$ cat src/rtl/fifo_arb_pkg.sv
// ----------------------------------------------------------------------------
// fifo_arb_pkg : shared types and helpers for the FIFO write-port arbiter
// Revision     : 1.0
// ----------------------------------------------------------------------------
`default_nettype none

package fifo_arb_pkg;

   typedef enum logic [0:0] {
      IDLE = 1'b0,
      OWN  = 1'b1
   } arb_state_t;

   // A single requester still needs a one-bit index.
   function automatic int owner_width(input int n);
      return (n > 1) ? $clog2(n) : 1;
   endfunction

   function automatic int rr_next(input int idx, input int n);
      return (idx + 1 >= n) ? 0 : idx + 1;
   endfunction

endpackage

`default_nettype wire

$ cat src/rtl/rr_picker.sv
// ----------------------------------------------------------------------------
// rr_picker : combinational rotate-priority encoder, searches upward from rr_ptr
// Revision  : 1.0
// ----------------------------------------------------------------------------
`default_nettype none

module rr_picker
   import fifo_arb_pkg::*;
#(
   parameter int NUM_REQ = 4,
   parameter int OWN_W   = owner_width(NUM_REQ)
) (
   input  logic [NUM_REQ-1:0] req,
   input  logic [OWN_W-1:0]   rr_ptr,
   output logic [OWN_W-1:0]   pick,
   output logic               any_req
);

   // Walk from the farthest candidate back to rr_ptr so the nearest hit wins.
   always_comb begin
      int w_idx;
      w_idx = 0;
      pick  = rr_ptr;
      for (int k = NUM_REQ - 1; k >= 0; k--) begin
         w_idx = int'(rr_ptr) + k;
         if (w_idx >= NUM_REQ) w_idx = w_idx - NUM_REQ;
         if (req[w_idx]) pick = OWN_W'(w_idx);
      end
   end

   assign any_req = |req;

endmodule

`default_nettype wire

$ cat src/rtl/fifo_wr_arbiter.sv
// ----------------------------------------------------------------------------
// fifo_wr_arbiter : round-robin burst arbiter sharing one FIFO write port
// Revision        : 1.0
// ----------------------------------------------------------------------------
`default_nettype none

module fifo_wr_arbiter
   import fifo_arb_pkg::*;
#(
   parameter int NUM_REQ    = 4,
   parameter int DATA_WIDTH = 16,
   parameter int MAX_BURST  = 4,
   parameter int OWN_W      = owner_width(NUM_REQ)
) (
   input  logic                          clk,
   input  logic                          reset,
   input  logic [NUM_REQ-1:0]            req,
   input  logic [NUM_REQ*DATA_WIDTH-1:0] req_data,
   input  logic [NUM_REQ-1:0]            req_last,
   output logic [NUM_REQ-1:0]            gnt,
   input  logic                          fifo_wr_full,
   output logic                          fifo_wr_en,
   output logic [DATA_WIDTH-1:0]         fifo_wr_data,
   output logic [OWN_W-1:0]              owner,
   output logic                          busy
);

   localparam int                CNT_W       = $clog2(MAX_BURST + 1);
   localparam logic [CNT_W:0]    c_max_burst = (CNT_W + 1)'(MAX_BURST);

   arb_state_t              r_state;
   logic [OWN_W-1:0]        r_owner;
   logic [OWN_W-1:0]        r_rr_ptr;
   logic [CNT_W-1:0]        r_beat_cnt;

   logic [OWN_W-1:0]        w_pick;
   logic [OWN_W-1:0]        w_cur;
   logic [OWN_W-1:0]        w_next_ptr;
   logic                    w_any;
   logic                    w_req_cur;
   logic                    w_last_cur;
   logic                    w_xfer;
   logic                    w_end;
   logic [DATA_WIDTH-1:0]   w_data;

   rr_picker #(
      .NUM_REQ (NUM_REQ),
      .OWN_W   (OWN_W)
   ) u_picker (
      .req     (req),
      .rr_ptr  (r_rr_ptr),
      .pick    (w_pick),
      .any_req (w_any)
   );

   assign w_cur = (r_state == OWN) ? r_owner : w_pick;

   always_comb begin
      w_req_cur  = 1'b0;
      w_last_cur = 1'b0;
      w_data     = '0;
      for (int i = 0; i < NUM_REQ; i++) begin
         if (w_cur == OWN_W'(i)) begin
            w_req_cur  = req[i];
            w_last_cur = req_last[i];
            w_data     = req_data[i*DATA_WIDTH +: DATA_WIDTH];
         end
      end
   end

   // Gating with reset keeps every write-side output quiet while reset is held.
   assign w_xfer     = reset & w_req_cur & ~fifo_wr_full & ((r_state == OWN) | w_any);
   assign w_end      = w_xfer & (w_last_cur |
                                 (({1'b0, r_beat_cnt} + (CNT_W + 1)'(1)) == c_max_burst));
   assign w_next_ptr = OWN_W'(rr_next(int'(w_cur), NUM_REQ));

   always_comb begin
      gnt = '0;
      for (int i = 0; i < NUM_REQ; i++) begin
         gnt[i] = w_xfer & (w_cur == OWN_W'(i));
      end
   end

   assign fifo_wr_en   = w_xfer;
   assign fifo_wr_data = w_data;
   assign owner        = reset ? w_cur : '0;
   assign busy         = reset & (r_state == OWN);

   always_ff @(posedge clk or negedge reset) begin
      if (!reset) begin
         r_state    <= IDLE;
         r_owner    <= '0;
         r_rr_ptr   <= '0;
         r_beat_cnt <= '0;
      end else begin
         case (r_state)
            IDLE: begin
               if (w_xfer) begin
                  if (w_end) begin
                     r_rr_ptr <= w_next_ptr;
                  end else begin
                     r_state    <= OWN;
                     r_owner    <= w_cur;
                     r_beat_cnt <= CNT_W'(1);
                  end
               end
            end
            OWN: begin
               // A withdrawn request releases the port just like a completed burst.
               if (!w_req_cur || w_end) begin
                  r_state    <= IDLE;
                  r_beat_cnt <= '0;
                  r_rr_ptr   <= w_next_ptr;
               end else if (w_xfer) begin
                  r_beat_cnt <= r_beat_cnt + CNT_W'(1);
               end
            end
            default: r_state <= IDLE;
         endcase
      end
   end

endmodule

`default_nettype wire

$ cat config.mk
export PLATFORM = sky130hd
export DESIGN_NAME = fifo_wr_arbiter
export DESIGN_NICKNAME = d
export VERILOG_FILES = /design/src/rtl/fifo_arb_pkg.sv /design/src/rtl/rr_picker.sv /design/src/rtl/fifo_wr_arbiter.sv
export SDC_FILE = /design/constraint.sdc
export NUM_CORES = 1
export LEC_CHECK = 0
export ABC_AREA = 1
export BUFFER_PORTS_ARGS = -buffer_cell sky130_fd_sc_hd__buf_2
export CAP_MARGIN = 40
export CORE_MARGIN = 10
export CORE_UTILIZATION = 41
export CTS_CLUSTER_DIAMETER = 60
export CTS_CLUSTER_SIZE = 20
export DETAILED_ROUTE_END_ITERATION = 7
export PLACE_DENSITY_LB_ADDON = 0.12
export SLEW_MARGIN = 20
export SYNTH_ARGS = -nofsm -noshare
export SYNTH_HDL_FRONTEND = slang
export SYNTH_SLANG_ARGS = --single-unit
$ cat constraint.sdc
create_clock -name clk -period 3.5 [get_ports clk]
set_clock_uncertainty 0.05 [all_clocks]
set_input_delay 0.175 -clock clk [delete_from_list [all_inputs] [get_ports clk]]
set_output_delay 0.175 -clock clk [all_outputs]
set_load 0.1 [all_outputs]
**After elaboration in Yosys (flattened, before gate mapping)**

Cells that the tools add are included.

- Word-level logic and storage cells: 101
- Register bits: 8
- Bits of input ports: 75
- Memories: 0
- Bits in writable memories: 0
- Memory bits (read-only): 0
- Bits in latches: 0
- Output and inout port bits: 24

- Add/sub/neg operators: 10
- Reductions and logical operators: 7
- Eq/ne operators: 9
- Shifts and indexed selects: 0
- Bitwise gates (word level): 14
- Order comparisons: 9
- Div/mod/pow operators: 0
- Multiply operators: 0
- Muxes and demuxes: 48

Operator list:

| operator | count |
|---|---|
| $lt A32 B4 Y1 const B | 4 |
| $mux W32 | 4 |
| $ge A32 B4 Y1 const B | 3 |
| $sub A32 B4 Y32 const B | 3 |
| $mux W16 | 4 |
| $mux W2 | 10 |
| $mux W1 | 19 |
| $mux W3 | 4 |
| $and A1 B1 Y1 | 9 |
| $reduce_and A3 Y1 | 3 |
| $bmux W1 S2 | 4 |
| $add A2 B1 Y3 const B | 2 |
| $add A2 B2 Y3 const B | 2 |
| $ne A2 B2 Y1 const B | 3 |
| $pmux W3 S2 | 1 |
| $add A3 B1 Y4 const B | 1 |
| $eq A2 B2 Y1 const B | 2 |
| $eq A4 B3 Y1 const B | 1 |
| $pmux W2 S2 | 1 |
| $reduce_or A4 Y1 | 1 |
| $sub A2 B3 Y4 const B | 1 |
| $add A3 B1 Y3 const B | 1 |
| $ge A2 B3 Y1 const B | 1 |
| $ge A3 B3 Y1 const B | 1 |
| other kinds (9) | 12 |

**Depth between registers and ports, before layout**

- Depth after elaboration: 23
- Mapped depth: 27
- Mapped depth without buffers: 25

**By module**

From an unflattened synthesis, not the netlist that was laid out.

- Cell total of the unflattened synthesis: 256
- Area, all modules: 1396.3 µm²

Modules (own cells, without submodules):

| module | area an instance (µm²) | instances | cells an instance | seq. area each (µm²) |
|---|---|---|---|---|
| fifo_wr_arbiter | 1178.6 | 1 | 206 | 200.2 |
| rr_picker | 217.7 | 1 | 50 | 0.0 |

**Worst setup path after synthesis**

No wires, ideal clock.

- Path kind: register to output
- Start point: reg r_rr_ptr[0]
- End point: out fifo_wr_data[10]
- Data required time: 3.275 ns
- Path buffers: 3
- Slack: -0.969 ns
- Stages on the path, launching flop included: 22
- Arrival: 4.244 ns
- Cell sequence: dfrtp_1 buf_6 inv_4 nand2_1 nand2_1 nand2_1 nand2_1 inv_1 nand2_1 nand3_1 nand2_1 nand2_1 nand2_2 inv_1 ha_1 buf_6 clkinv_4 nand2_4 inv_4 buf_2 a221oi_1 o31ai_1

- Cells in the longest elaborated chain, start to end: 16
- Elaborated cells on any way between the ends: 40
- Those cells by class: 7 x add/sub; 4 x order compare; 3 x eq/ne; 25 x mux; 1 x reduce/logical

Ends and longest elaborated chain:

| what | line | text |
|---|---|---|
| start: declaration | fifo_wr_arbiter.sv:33 | `logic [OWN_W-1:0] r_rr_ptr;` |
| start signal: assignment | fifo_wr_arbiter.sv:100 | `r_rr_ptr <= w_next_ptr;` |
| start signal: assignment | fifo_wr_arbiter.sv:113 | `r_rr_ptr <= w_next_ptr;` |
| $add A2 B2 Y3 | rr_picker.sv:25 | `w_idx = int'(rr_ptr) + k;` |
| $sub A32 B4 Y32 or $ge A32 B4 Y1 (tied branches) | rr_picker.sv:26 | `if (w_idx >= NUM_REQ) w_idx = w_idx - NUM_REQ;` |
| $mux W32 | rr_picker.sv:26 |  |
| $bmux W1 S2 | rr_picker.sv:27 | `if (req[w_idx]) pick = OWN_W'(w_idx);` |
| $mux W1 (not written as such) (2 in a row) | rr_picker.sv:27 |  |
| $mux W2 (3 in a row) | rr_picker.sv:27 |  |
| $mux W2 * | rr_picker.sv:27 |  |
| $mux W2 * | fifo_wr_arbiter.sv:56 | `assign w_cur = (r_state == OWN) ? r_owner : w_pick;` |
| net w_cur[0] | fifo_wr_arbiter.sv:37 | `logic [OWN_W-1:0] w_cur;` |
| $logic_not A2 Y1 | fifo_wr_arbiter.sv:63 | `if (w_cur == OWN_W'(i)) begin` |
| $mux W16 (3 in a row) | fifo_wr_arbiter.sv:63 |  |
| $mux W16 * | fifo_wr_arbiter.sv:63 |  |
| end: declaration | fifo_wr_arbiter.sv:23 | `output logic [DATA_WIDTH-1:0] fifo_wr_data,` |

The timed path passes the listed nets; every way through them passes the cells marked *. The select of a mux whose other input is x is not followed.

**Final worst setup path**

- Start point: reg r_rr_ptr[0]
- End point: out fifo_wr_data[5]

The elaborated chain is that of the path after synthesis.

==> key figures <==
Timing
  • Fmax: 308 MHz
  • Least-Margin Pin Slew: 0.510 ns
  • RSZ-0062 raised after global routing: yes
  • Final critical-path share of the clock period: 92.8%
  • Fin. Hold Viols: 0
  • Final-report setup violation count: 0
  • Crit path time final: 3.25 ns
  • Setup tns final: 0 ns
  • Final Max Tran Viols: 0
  • Max-slew headroom: 66.3%

Setup path
  • Most frequent CP cell: nand2_1
  • Critical Path Fanout Max: 17
  • Startpoint type of the worst setup path: flip-flop
  • Delay-heaviest family, CP: simple AND/OR/NAND/NOR gates
  • CP arrival: 3.02 ns
  • Critical path's largest stage delay: 0.48 ns
  • CP max-delay cell: dfrtp_2
  • Worst path required time: 3.27 ns
  • Buf/Inv on CP: 6
  • CP endpoint kind: output port
  • Cells along the critical path: inv_4, nand2_1, nand2_1, nand2_1, nand2_1, inv_1, nand2_1, nand2_1, nand2_1, nand2_1, nand2_1, nand2_2, inv_1, ha_2, clkinv_4, nand2_4, inv_4, a221oi_1, o31ai_4, buf_2
  • Setup CP Type: flip-flop to output port

Clock network
  • CTS buffer count: 3
  • Clock net sink count: 8
  • Root Driver: clkbuf_4
  • H-tree levels: 1
  • Clock slew at reported path FFs: 0.06 ns
  • CTS tree: done
  • Clk_lat worst skew: 0.26 ns
  • Clock buffer depth: 2

Synth
  • Synth top area cells: nand2_1, dfrtp_1, a221oi_1
  • Cell taking the most area after synthesis: nand2_1
  • Post-synthesis mux area share: 0%
  • Number of synthesis warnings: 0
  • Synth Area in Adders: 5.60%
  • Largest family of logic cells by synthesized area: simple AND/OR/NAND/NOR gates
  • Seq/Total Area, Yosys: 14.9%
  • Synth Area per Inst: 6.20 sq um
  • Post-Synthesis Cells: 216
  • Post-Syn Area: 0.00134 sq mm
  • Simple-gate share of the synthesized area: 37.7%
  • Yosys cell types: 31
  • Post-synthesis xor/xnor area fraction: 0.654%
  • Seq cells post-synth: 8
  • Synth Area in Compound Gates: 28.7%
  • Net Count, Synth: 297
  • Post-synth top area share: 19.0%

Drt
  • Antenna Violating Nets Remaining: 0
  • First-pass DRT Iterations: 4
  • Vias per cell: 5.10
  • 1st-iter DRT viols: 160
  • Vias: 1805
  • Routed WL per cell: 14.1 um
  • Final wirelength: 5.00 mm
  • DRC: 0

Floorplan
  • Area of the die: 0.00596 sq mm
  • Initial core utilization: 43.2%
  • Die H: 77.2 um
  • Core Box Area: 0.00310 sq mm
  • Ports: 99
  • Row cnt: 20
  • Chip width: 77.2 um

Placement
  • Hpwl dp: 4.26 mm
  • Cells after DPL: 350
  • GPL Wtd Cong: 0.846
  • Port bufs: 98
  • Placed inst area: 0.00211 sq mm

Global route
  • Number of global-route vias before repair: 1750
  • Total gr overflow: 0
  • Initial antenna violation count: 0
  • First-pass GRT wire length: 8.31 mm
  • Largest net degree at the start of global routing: 30
  • Tot GR Track Use: 16.2%

Finish
  • Area grow syn2layout: 60.8%
  • Share of cells above drive strength 1: 47.4%
  • Final #Nets: 393
  • Most common cell after layout, fill and taps aside: buf_2
  • Sequential Area: 201 sq um
  • Commonest cells after routing, fill and taps aside: buf_2, nand2_1, inv_1, nor2_1, a221oi_1
  • Fin cells: 354
  • # diodes: 0
  • Design area: 0.00215 sq mm
  • Fill count: 280
  • Area of the multi-input gates: 0.00117 sq mm

Status
  • Status: finished clean

Hold path
  • HP Class: input port to async pin

Job
  • Max_cap viols: 0
==> state kept, by name, summed over array words and instances, names as in the netlist <==
name	count
r_beat_cnt	3
r_owner	2
r_rr_ptr	2
r_state	1
==> through the flow <==
step	setup slack, ns	util, %	hold WS [ns]
after floorplan	-0.443	-	-0.171
after global placement	0.432	67.9	-0.000240
after detailed placement	0.353	67.9	0.000467
after CTS	0.0582	69.0	0.256
after global routing	-0.0628	69.4	0.281
final	0.253	69.4	0.258
==> metal layers <==
layer / GRT usage (%) / wire length (um) / up-vias
met3: 7.11 / 523 / 4
met4: 2.37 / 44 / 0
met2: 26.8 / 2330 / 84
met1: 19.2 / 2100 / 786
li1: - / - / 931
met5: 0 / 0 / -
==> worst paths after layout <==
check,startpoint,end,slack (ns),cells after the start
worst min register to register,r_owner[0],r_owner[0],0.43,2
min in group clk,req_last[3],r_owner[0],0.33,5
worst max register to register,r_rr_ptr[0],r_beat_cnt[2],0.60,22
worst min-delay path,reset,r_state,0.26,2
max in group asynchronous,reset,r_rr_ptr[0],2.93,2
worst max-delay path,r_rr_ptr[0],fifo_wr_data[5],0.25,20
==> final cells by class <==
cell class	instances	area share, %
flip-flops and latches	8	9.35
clock buffers	3	1.05
well taps	44	2.56
inverters	25	4.94
multi-input cells	172	54.2
repair buffers	102	27.9
==> cells by family after synthesis <==
| group | after synthesis |
|---|---|
| buffers and inverters | 36 |
| xor gates and xnor gates | 1 |
| DFF | 8 |
| and+or+nand+nor | 115 |
| AOI/OAI and AO/OA | 50 |
| adders and majority gates | 6 |
==> synth_stat cells, drive strengths merged <==
| master | number |
|---|---|
| or2 | 1 |
| nand3b | 1 |
| nor3 | 1 |
| inv | 24 |
| buf | 7 |
| o21ai | 8 |
| xnor2 | 1 |
| clkinv | 1 |
| nand2 | 75 |
| clkbuf | 4 |
| a21oi | 7 |
| a221oi | 16 |
| ha | 6 |
| o31ai | 16 |
| a21o | 1 |
| nand3 | 14 |
| o2111ai | 1 |
| o211ai | 1 |
| nor2 | 23 |
| dfrtp | 8 |
==> what timing repair did <==
action | in CTS | in global routing
endpoints found under the hold margin | 8 | 0
setup buffers | 0 | 0
hold buffers | 1 | 0
setup endpoints to repair | 0 | 21
resized for setup | 0 | 6
Power is not shown: default switching activity piles up to over one toggle a cycle in this logic, so the estimate is an artifact.
